<file path="src/rtl/jtflane_romresp_pkg.sv">
// ----------------------------------------------------------------------------
// jtflane_romresp_pkg
//   Shared types and constants for the Fast Lane ROM responder:
//     state_e    : line-fetch FSM states (IDLE, REQ, RD0, RD1)
//     LINE_W     : cached line width in bits (two 16-bit SDRAM words)
//     BYTE_SEL_W : width of the byte select taken from the client address
//     byte_pick  : byte lane mux used by every cache line
// ----------------------------------------------------------------------------
package jtflane_romresp_pkg;

  localparam int LINE_W     = 32;
  localparam int BYTE_SEL_W = 2;

  typedef enum logic [1:0] {
    ST_IDLE = 2'd0,
    ST_REQ  = 2'd1,
    ST_RD0  = 2'd2,
    ST_RD1  = 2'd3
  } state_e;

  // Byte 0 lives in the low half of the first SDRAM word, byte 3 in the
  // high half of the second word.
  function automatic logic [7:0] byte_pick(input logic [LINE_W-1:0]     line,
                                           input logic [BYTE_SEL_W-1:0] sel);
    logic [7:0] b;
    case (sel)
      2'd0:    b = line[7:0];
      2'd1:    b = line[15:8];
      2'd2:    b = line[23:16];
      default: b = line[31:24];
    endcase
    return b;
  endfunction

endpackage

</file>
<file path="src/rtl/jtflane_romresp_line.sv">
// ----------------------------------------------------------------------------
// jtflane_romresp_line
//   One cache line of the ROM responder: tag, 32 data bits and a valid bit,
//   with the hit compare and the byte lane mux.
//
// Ports
//   clk, rst_n    : clock, asynchronous active-low reset
//   lookup_tag_i  : tag of the current client address
//   byte_sel_i    : client address bits [1:0]
//   hit_o         : line valid and tag matches lookup_tag_i
//   byte_o        : selected byte of the stored line
//   inv_i         : clear valid (a replacement fetch is starting)
//   wr_lo_i       : store wdata_i into bits [15:0]
//   wr_hi_i       : store wdata_i into bits [31:16], load fill_tag_i, set valid
//   fill_tag_i    : tag of the line being fetched
//   wdata_i       : SDRAM read word
// ----------------------------------------------------------------------------
module jtflane_romresp_line
  import jtflane_romresp_pkg::*;
#(
  parameter int TW = 15
) (
  input  logic                  clk,
  input  logic                  rst_n,
  input  logic [TW-1:0]         lookup_tag_i,
  input  logic [BYTE_SEL_W-1:0] byte_sel_i,
  output logic                  hit_o,
  output logic [7:0]            byte_o,
  input  logic                  inv_i,
  input  logic                  wr_lo_i,
  input  logic                  wr_hi_i,
  input  logic [TW-1:0]         fill_tag_i,
  input  logic [15:0]           wdata_i
);

  logic              valid_q, valid_d;
  logic [TW-1:0]     tag_q,   tag_d;
  logic [LINE_W-1:0] data_q,  data_d;

  // NOTE: every variable gets its hold value before any condition, so no
  // path through this block leaves one unassigned and no latch is inferred.
  always_comb begin
    valid_d = valid_q;
    tag_d   = tag_q;
    data_d  = data_q;
    if (inv_i) begin
      valid_d = 1'b0;
    end
    if (wr_lo_i) begin
      data_d[15:0] = wdata_i;
    end
    // The upper word is the last beat, so the line becomes usable here.
    if (wr_hi_i) begin
      data_d[31:16] = wdata_i;
      tag_d         = fill_tag_i;
      valid_d       = 1'b1;
    end
  end

  // NOTE: the line storage is only a few flops, so it is reset along with
  // the control state; reset data reads back as zero rather than X.
  always_ff @(posedge clk or negedge rst_n) begin
    if (!rst_n) begin
      valid_q <= 1'b0;
      tag_q   <= '0;
      data_q  <= '0;
    end else begin
      // NOTE: non-blocking assignments so all flops update from the values
      // present before the edge, regardless of statement order.
      valid_q <= valid_d;
      tag_q   <= tag_d;
      data_q  <= data_d;
    end
  end

  assign hit_o  = valid_q && (tag_q == lookup_tag_i);
  assign byte_o = byte_pick(data_q, byte_sel_i);

endmodule

</file>
<file path="src/rtl/jtflane_rom_resp.sv">
// ----------------------------------------------------------------------------
// jtflane_rom_resp
//   Responder for a byte-wide game ROM request port. Requests are answered
//   combinationally from a small line cache; a miss fetches a 2-word, 32-bit
//   line from the 16-bit SDRAM bank port.
//
// Build option
//   JTFLANE_ROMRESP_2LINE_EN : two lines with a 1-bit LRU replacement pointer.
//                              Undefined: a single line, no LRU state.
//
// Ports
//   clk, rst_n  : clock, asynchronous active-low reset
//   rom_addr    : client byte address
//   rom_cs      : client request, held until rom_ok
//   rom_data    : byte at rom_addr (meaningful only while rom_ok)
//   rom_ok      : rom_data valid for the current rom_addr (same cycle)
//   sdram_req   : line fetch request
//   sdram_addr  : OFFSET + first word address of the line being fetched
//   sdram_ack   : arbiter accepted the request
//   sdram_dok   : sdram_data valid, one pulse per word
//   sdram_data  : SDRAM read word
// ----------------------------------------------------------------------------
module jtflane_rom_resp
  import jtflane_romresp_pkg::*;
#(
  parameter int             AW     = 17,
  parameter int             SDW    = 22,
  parameter logic [SDW-1:0] OFFSET = '0
) (
  input  logic           clk,
  input  logic           rst_n,
  input  logic [AW-1:0]  rom_addr,
  input  logic           rom_cs,
  output logic [7:0]     rom_data,
  output logic           rom_ok,
  output logic           sdram_req,
  output logic [SDW-1:0] sdram_addr,
  input  logic           sdram_ack,
  input  logic           sdram_dok,
  input  logic [15:0]    sdram_data
);

  localparam int TW = AW - BYTE_SEL_W;

`ifdef JTFLANE_ROMRESP_2LINE_EN
  localparam int NLINES = 2;
`else
  localparam int NLINES = 1;
`endif

  logic [TW-1:0]         rom_tag;
  logic [BYTE_SEL_W-1:0] rom_sel;

  logic [NLINES-1:0] hit;
  logic [NLINES-1:0] inv, wr_lo, wr_hi;
  logic [NLINES-1:0] vic_new_oh;  // line a miss detected now will replace
  logic [NLINES-1:0] vic_oh;      // line the fetch in flight is filling
  logic [7:0]        line_byte [NLINES];
  logic              hit_any;

  state_e        state_q, state_d;
  logic [TW-1:0] miss_tag_q, miss_tag_d;

  assign rom_tag = rom_addr[AW-1:BYTE_SEL_W];
  assign rom_sel = rom_addr[BYTE_SEL_W-1:0];

  // --------------------------------------------------------------------------
  // Line storage
  // --------------------------------------------------------------------------
  for (genvar gi = 0; gi < NLINES; gi++) begin : g_line
    jtflane_romresp_line #(
      .TW (TW)
    ) u_line (
      .clk          (clk),
      .rst_n        (rst_n),
      .lookup_tag_i (rom_tag),
      .byte_sel_i   (rom_sel),
      .hit_o        (hit[gi]),
      .byte_o       (line_byte[gi]),
      .inv_i        (inv[gi]),
      .wr_lo_i      (wr_lo[gi]),
      .wr_hi_i      (wr_hi[gi]),
      .fill_tag_i   (miss_tag_q),
      .wdata_i      (sdram_data)
    );
  end

  assign hit_any = |hit;
  assign rom_ok  = rom_cs & hit_any;

  // Fills only happen on a miss, so two lines never hold the same tag and
  // at most one hit bit is set.
  always_comb begin
    rom_data = line_byte[0];
    for (int i = 1; i < NLINES; i++) begin
      if (hit[i]) begin
        rom_data = line_byte[i];
      end
    end
  end

  // --------------------------------------------------------------------------
  // Replacement choice
  // --------------------------------------------------------------------------
`ifdef JTFLANE_ROMRESP_2LINE_EN
  // lru_q names the line to replace next. victim_q freezes that choice for
  // the whole fetch so the fill lands in the line that was invalidated.
  logic lru_q, lru_d;
  logic victim_q, victim_d;

  assign vic_new_oh = lru_q    ? 2'b10 : 2'b01;
  assign vic_oh     = victim_q ? 2'b10 : 2'b01;

  always_comb begin
    lru_d    = lru_q;
    victim_d = victim_q;
    if (|inv) begin
      victim_d = lru_q;
    end
    // A served hit makes the other line the older one.
    if (rom_ok) begin
      lru_d = ~hit[1];
    end
    // The freshly filled line is the newest; this wins over a same-cycle
    // hit on the other line.
    if (|wr_hi) begin
      lru_d = ~victim_q;
    end
  end

  always_ff @(posedge clk or negedge rst_n) begin
    if (!rst_n) begin
      lru_q    <= 1'b0;
      victim_q <= 1'b0;
    end else begin
      lru_q    <= lru_d;
      victim_q <= victim_d;
    end
  end
`else
  assign vic_new_oh = 1'b1;
  assign vic_oh     = 1'b1;
`endif

  // --------------------------------------------------------------------------
  // Line fetch FSM
  // --------------------------------------------------------------------------
  // A started burst always runs to completion with the latched tag, even if
  // the client drops rom_cs or moves to another line; IDLE then looks at
  // whatever address is presented.
  always_comb begin
    state_d    = state_q;
    miss_tag_d = miss_tag_q;
    inv        = '0;
    wr_lo      = '0;
    wr_hi      = '0;
    case (state_q)
      ST_IDLE: begin
        if (rom_cs && !hit_any) begin
          miss_tag_d = rom_tag;
          // Drop the victim now so it can never hit with half-written data.
          inv        = vic_new_oh;
          state_d    = ST_REQ;
        end
      end
      ST_REQ: begin
        // A dok arriving with the ack belongs to nothing and is ignored.
        if (sdram_ack) begin
          state_d = ST_RD0;
        end
      end
      ST_RD0: begin
        if (sdram_dok) begin
          wr_lo   = vic_oh;
          state_d = ST_RD1;
        end
      end
      ST_RD1: begin
        if (sdram_dok) begin
          wr_hi   = vic_oh;
          state_d = ST_IDLE;
        end
      end
      default: state_d = ST_IDLE;
    endcase
  end

  always_ff @(posedge clk or negedge rst_n) begin
    if (!rst_n) begin
      state_q    <= ST_IDLE;
      miss_tag_q <= '0;
    end else begin
      state_q    <= state_d;
      miss_tag_q <= miss_tag_d;
    end
  end

  assign sdram_req  = (state_q == ST_REQ);
  assign sdram_addr = OFFSET + SDW'({miss_tag_q, 1'b0});

endmodule
</file>
<file path="config.mk">
export PLATFORM = sky130hd
export DESIGN_NAME = jtflane_rom_resp
export DESIGN_NICKNAME = d
export VERILOG_FILES = /design/src/rtl/jtflane_romresp_pkg.sv /design/src/rtl/jtflane_romresp_line.sv /design/src/rtl/jtflane_rom_resp.sv
export SDC_FILE = /design/constraint.sdc
export NUM_CORES = 1
export LEC_CHECK = 0
export CAP_MARGIN = 30
export CORE_MARGIN = 3
export CORE_UTILIZATION = 54
export DETAILED_ROUTE_END_ITERATION = 8
export GPL_TIMING_DRIVEN = 0
export HOLD_SLACK_MARGIN = 0.15
export PLACE_DENSITY = 0.85
export SYNTH_ARGS = -nofsm -noshare
export SYNTH_HDL_FRONTEND = slang
export SYNTH_SLANG_ARGS = --single-unit
</file>
<file path="constraint.sdc">
create_clock -name clk -period 3.66 [get_ports clk]
set_input_delay 0.366 -clock clk [delete_from_list [all_inputs] [get_ports clk]]
set_output_delay 0.366 -clock clk [all_outputs]
set_load 0.05 [all_outputs]
</file>
==> metrics.md, run 1 <==
| Metric | Value |
|---|---|
| Reg area | 0.001627 mm^2 |
| CTS Hold Buffers Added | 1 |
| Slew margin rel. | 47.10% |
| Initial antenna violation count | 0 |
| Slew @ Worst Pin | 0.7935 ns |
| Status | completed |
| Pwr/cell area | 944.0 mW/mm^2 |
| Area growth syn-to-layout | 30.13% |
| Multi-input gate area | 0.001305 mm^2 |
| Max Freq | 0.3228 GHz |
| Pins Over Slew Limit | 0 |
| CP Data Arrival Time | 2.73 ns |
| Switch share | 38.44% |
| Crit Reg-Reg Endpoint | g_line[0].u_line.data_q[7]$_DFFE_PN0P_ |
| Critical Path Start Type | input pin |
| Peak VDD IR | 0.0006073 V |
| Clk_skew | 0.006942 ns |
| Clk sinks | 65 |
| R2R cell count | 5 |
| Count of different cell masters after synthesis | 25 |
| Share of cells above drive strength 1 | 33.80% |
| WS Path Type | in2out |
| Syn avg cell area | 14.98 um^2 |
| Logic pwr share | 48.4% |
| Ys Warns | 0 |
| Final setup violation count | 0 |
| Endpoints failing hold | 0 |
| Hold_sp | g_line[0].u_line.data_q[22]$_DFFE_PN0P_ |
| Worst skew pair latency | 0.34 ns |
| Total number of vias | 1819 |
| Mapped Cells | 201 |
| Hold Path End | g_line[0].u_line.data_q[22]$_DFFE_PN0P_ |
| Clock share of power | 16.0% |
| RSZ-0062 raised after global routing | no |
| Die area | 0.006507 mm^2 |
| Leak | 1.673 nW |
| Via density per instance | 5.138 |
| # nets final | 322 |
| MaxCap Viol Count | 0 |
| Root Driver | clkbuf_8 |
| Fin util | 74.80% |
| Setup_tns | 0 ns |
| Setup Fix Bufs, Post-CTS | 0 |
| Pin count of the biggest net entering global routing | 66 |
| Gr usage total | 20.35% |
| Worst r2r src | state_q[0]$_DFFE_PN0P_ |
| Gr ovfl total | 0 |
| Internal power | 2.276 mW |
| Worst Setup SP | rom_addr[15] |
| Hold Path Class | reg2reg |
| Clk slew on worst S/H paths | 0.07 ns |
| Vias in the first global route | 1967 |
| GP Congestion | 0.7383 |
| ANT nets after route | 0 |
| Yosys reg bits | 65 |
| Core box area | 0.005238 mm^2 |
| Initial DRT Pass Iterations | 4 |
| Hold Path Cell Cnt | 1 |
| Final min period | 3.098 ns |
| Seq pwr share | 35.6% |
| First-pass GRT wire length | 9563 um |
| Initial detailed-routing violation count | 50 |
| NetSw | 1.422 mW |
| Post-DP HPWL | 4121 um |
| Die X | 80.67 um |
| CTS Buffer Depth | 2 |
| CTS Buf Count | 9 |
| Internal reg-to-reg setup slack | 1.60 ns |
| Synthesized area | 0.003010 mm^2 |
| Period utilization | 84.64% |
| Die extent in y | 80.67 um |
| CTS tree | done |
| CP Data Required Time | 3.29 ns |
| # diodes | 0 |
| I/O pin count | 70 |
| Total routed wirelength | 5885 um |
| Drt drc | 0 |
| I/O Buffers | 60 |
| Initial core utilization | 57.48% |
| Post-cts resize count | 0 |
| CP max FO | 7 |
| Row cnt | 26 |
| WL per Instance | 16.62 um |
| Fillers | 357 |
| Post-synthesis sequential area ratio | 54.03% |
| CP endpoint kind | output pin |
| H-Tree Depth | 3 |
==> area by class of cell <==
| class | count | share of cell area, % |
|---|---|---|
| clock buffer | 13 | 3.801 |
| tap | 70 | 2.236 |
| timing repair buffer | 61 | 15.52 |
| clock inverter | 3 | 1.022 |
| buffer | 14 | 2.204 |
| sequential | 65 | 41.52 |
| multi-input combinational | 124 | 33.31 |
| inverter | 4 | 0.3833 |
==> Yosys cell counts <==
cell	instances	share of area, %
nor4_4	1	0.71
inv_1	4	0.50
or3_2	1	0.25
and2_2	1	0.25
buf_6	1	0.37
mux4_2	8	6.0
nand2_1	6	0.75
nand4_1	5	1.0
clkbuf_1	2	0.25
o211ai_1	1	0.25
buf_4	7	1.7
conb_1	1	0.12
nor2_1	2	0.25
a22oi_1	1	0.25
ha_1	5	2.1
dfrtp_1	65	54
mux2_4	10	5.0
a2bb2oi_1	1	0.29
xnor2_1	15	4.4
nor2_4	1	0.37
buf_1	4	0.50
nand3_1	3	0.50
and2_1	1	0.21
mux2_2	52	19
o21ai_0	3	0.50
==> flip-flops by register name (all words and copies together) (netlist names) <==
name,flops
g_line.u_line.data_q,32
g_line.u_line.tag_q,15
miss_tag_q,15
state_q,2
g_line.u_line.valid_q,1
==> through the flow <==
step / std cells / area [um^2] / setup slack (ns) / power (mW) / hold slack, ns
floorplan: 207 / 3033 / 1.784 / 2.599 / 0.07041
global placement: 337 / 3721 / 0.1316 / 3.061 / 0.4837
detailed placement: 337 / 3719 / 0.5605 / 3.116 / 0.4893
CTS: 354 / 3918 / 0.5595 / 3.724 / 0.5042
global route: 354 / 3918 / 0.4294 / 3.891 / 0.5136
finish: 354 / 3918 / 0.5622 / 3.698 / 0.4996
==> layer usage <==
| layer | global-route usage [%] | vias up | wire (um) |
|---|---|---|---|
| li1 | - | 863 | - |
| met1 | 24.94 | 904 | 2555 |
| met2 | 34.19 | 41 | 2963 |
| met3 | 3.700 | 11 | 232 |
| met4 | 10.64 | 0 | 133 |
| met5 | 0 | - | 0 |
==> how the worst max path moves through the flow <==
stage / to / slack [ns] / cells past startpoint
floorplan: rom_data[0] / 1.78 / 2
global placement: g_line[0].u_line.data_q[12]$_DFFE_PN0P_ / 0.13 / 1
detailed placement: rom_ok / 0.56 / 6
CTS: rom_ok / 0.56 / 6
global route: rom_ok / 0.43 / 6
finish: rom_ok / 0.56 / 6
==> logic make-up (layout without fill, tap and decap cells) <==
group                    count (synthesis)  in the layout  synth area share, %
adder cells (fa/ha/maj)                  5              5                2.078
AO/OA/AOI/OAI                            6              6                1.289
AND/OR/NAND/NOR                         21             21                4.323
other                                    1              7               0.1246
XOR/XNOR                                15             15                4.364
buffers and inverters                   18             95                3.366
flip-flops                              65             65                54.03
multiplexers                            70             70                30.42
==> power by group through the flow <==
stage	Clock (mW)	Combinational (mW)	Sequential, mW
after CTS	0.600	1.81	1.32
after detailed placement	0	1.79	1.33
after global routing	0.630	1.90	1.36
after global placement	0	1.75	1.31
after floorplan	0	1.03	1.57
final	0.591	1.79	1.32
==> layout by cell type, fill, tap and decap left out, drive strengths merged, types with 2 or more instances in the layout <==
cell,netlist,layout
and2,2,2
buf,12,13
clkbuf,2,15
clkdlybuf4s50,0,59
clkinv,0,2
conb,1,7
dfrtp,65,65
ha,5,5
inv,4,4
mux2,62,62
mux4,8,8
nand2,6,6
nand3,3,3
nand4,5,5
nor2,3,3
o21ai,3,3
xnor2,15,15
==> worst max-delay path, stage by stage <==
cell and delay (ns):
clkdlybuf4s50_1 0.51, xnor2_1 0.13, nand4_1 0.20, nor4_4 0.52, and2_2 0.21, clkdlybuf4s50_1 0.79
No activity file was read; power rests on OpenSTA's default activity.
==> inputs of run 2 (changes only) <==
Settings changed: CORE_UTILIZATION 54 to 50, PLACE_DENSITY 0.85 to 0.8.
Clock period 3.66 ns to 3 ns, I/O delays scaled along.
==> run 2 against run 1 <==
Effect of this change:
- via count up 1.7%
- worst setup slack worse by 0.16 ns
- routed wire length shrank 0.70%
- sequential share of layout area is 0.48 points lower
- clock power up 42%
- largest power group unchanged
==> metrics.md, run 2 (same netlist as run 1, synthesis figures left out) <==
| Metric | Value |
|---|---|
| Crit-path cells | clkdlybuf4s50_1 -> xnor2_1 -> nand4_1 -> nor4_4 -> and2_2 -> dlymetal6s2s_1 |
| Root Driver | clkbuf_8 |
| Pwr/cell area | 1165 mW/mm^2 |
| Gr ovfl total | 0 |
| CP bufs+invs | 2 |
| Max Freq | 0.3843 GHz |
| Status | completed |
| GP Congestion | 0.7417 |
| Critical Path Start Type | input pin |
| Slew margin rel. | 47.27% |
| CTS Buf Count | 9 |
| Die area | 0.006988 mm^2 |
| Post-route cell area | 0.003964 mm^2 |
| Row cnt | 27 |
| Pins Over Slew Limit | 0 |
| Total number of vias | 1850 |
| Core box area | 0.005675 mm^2 |
| Tot Pwr | 4.618 mW |
| Area growth syn-to-layout | 31.67% |
| I/O Buffers | 60 |
| Biggest regs | g_line.u_line.data_q (32), g_line.u_line.tag_q (15), miss_tag_q (15) |
| MaxCap Viol Count | 0 |
| Post-DP HPWL | 4164 um |
| # diodes | 0 |
| Peak VDD IR | 0.0005734 V |
| Drt drc | 0 |
| Setup_tns | 0 ns |
| Register with the most flip-flops | g_line.u_line.data_q |
| Period utilization | 86.73% |
| Final setup violation count | 0 |
| CP Data Arrival Time | 2.30 ns |
| Clk_skew | 0.007913 ns |
| Pin count of the biggest net entering global routing | 66 |
| Vias in the first global route | 2018 |
| Clk sinks | 65 |
| RSZ-0062 raised after global routing | no |
| H-Tree Depth | 3 |
| I/O pin count | 70 |
| CP endpoint kind | output pin |
| DP Area | 0.003721 mm^2 |
| First-pass GRT wire length | 9929 um |
| CP max stage delay | 0.54 ns |
| Via density per instance | 5.197 |
| Worst skew pair latency | 0.33 ns |
| Die X | 83.60 um |
| Critical-path top delay cell | nor4_4 |
| # nets final | 322 |
| Setup Fix Bufs, Post-CTS | 0 |
| Slew @ Worst Pin | 0.7909 ns |
| Total routed wirelength | 5844 um |
| Hold Path Class | reg2reg |
| WL per Instance | 16.42 um |
| Final min period | 2.602 ns |
| Max reg flops | 32 |
| Leak | 1.703 nW |
| Share of cells above drive strength 1 | 34.51% |
| Initial antenna violation count | 0 |
| Endpoints failing hold | 0 |
| Most common cell after layout, fill and taps aside | dfrtp_1 |
| WS Path Type | in2out |
| Clk slew on worst S/H paths | 0.07 ns |
| CP top delay family | simple AND/OR/NAND/NOR gates |
| Gr usage total | 18.05% |
| Fin util | 69.84% |
| CP max FO | 7 |
| Fillers | 394 |
| Die extent in y | 83.60 um |
| CTS Buffer Depth | 2 |
| ANT nets after route | 0 |
| Commonest non-fill, non-tap cells in the layout | 65 x dfrtp_1, 58 x clkdlybuf4s50_1, 52 x mux2_2 |
| Initial DRT Pass Iterations | 4 |
| CP Data Required Time | 2.70 ns |
| Initial core utilization | 53.04% |
| CTS tree | done |
| Initial detailed-routing violation count | 33 |
==> run 2: power breakdown <==
group	internal, mW	switching (mW)	leakage, nW
clock network	0.514	0.323	0.109
logic	1.04	1.13	0.823
registers	1.33	0.275	0.771
==> run 2: metrics by stage <==
step	hold WS (ns)	worst slack, ns	std cells
after floorplan	0.004409	1.236	207
after global placement	0.4818	-0.4806	339
after detailed placement	0.4478	0.02161	339
after CTS	0.5051	0.01155	356
after global routing	0.5085	0.2786	356
final	0.5032	0.3981	356
==> run 2: final cells by class <==
type | count | area [um^2] | area share, %
sequential | 65 | 1627 | 41.04
inverter | 4 | 15.01 | 0.3788
clock buffer | 12 | 155.1 | 3.914
clock inverter | 4 | 75.07 | 1.894
multi-input combinational | 124 | 1305 | 32.92
tap | 72 | 90.09 | 2.273
timing repair buffer | 61 | 610.6 | 15.40
buffer | 14 | 86.33 | 2.178
==> run 2: worst paths after layout <==
check / slack, ns / endpoint / cells past startpoint / from
setup reg to reg: 0.92 / g_line[0].u_line.data_q[12]$_DFFE_PN0P_ / 5 / state_q[0]$_DFFE_PN0P_
hold / removal: 0.50 / g_line[0].u_line.data_q[23]$_DFFE_PN0P_ / 1 / g_line[0].u_line.data_q[23]$_DFFE_PN0P_
max in group asynchronous: 1.88 / g_line[0].u_line.data_q[28]$_DFFE_PN0P_ / 2 / rst_n
min in group asynchronous: 0.61 / miss_tag_q[11]$_DFFE_PN0P_ / 2 / rst_n
setup / recovery: 0.40 / rom_ok / 6 / rom_addr[14]
hold reg to reg: 0.50 / g_line[0].u_line.data_q[23]$_DFFE_PN0P_ / 1 / g_line[0].u_line.data_q[23]$_DFFE_PN0P_
==> run 2: repair_timing <==
| action | CTS | global route |
|---|---|---|
| gates resized for setup | 0 | 1 |
| setup endpoints to repair | 0 | 1 |
| hold buffers | 1 | 0 |
| endpoints found under the hold margin | 65 | 0 |
==> run 2: per-layer routing <==
metal | track usage, % | part of all wire (%)
met3 | 4.245 | 3.5
met1 | 22.38 | 41
met5 | 0 | 0
met2 | 30.95 | 54
met4 | 6.140 | 1.5
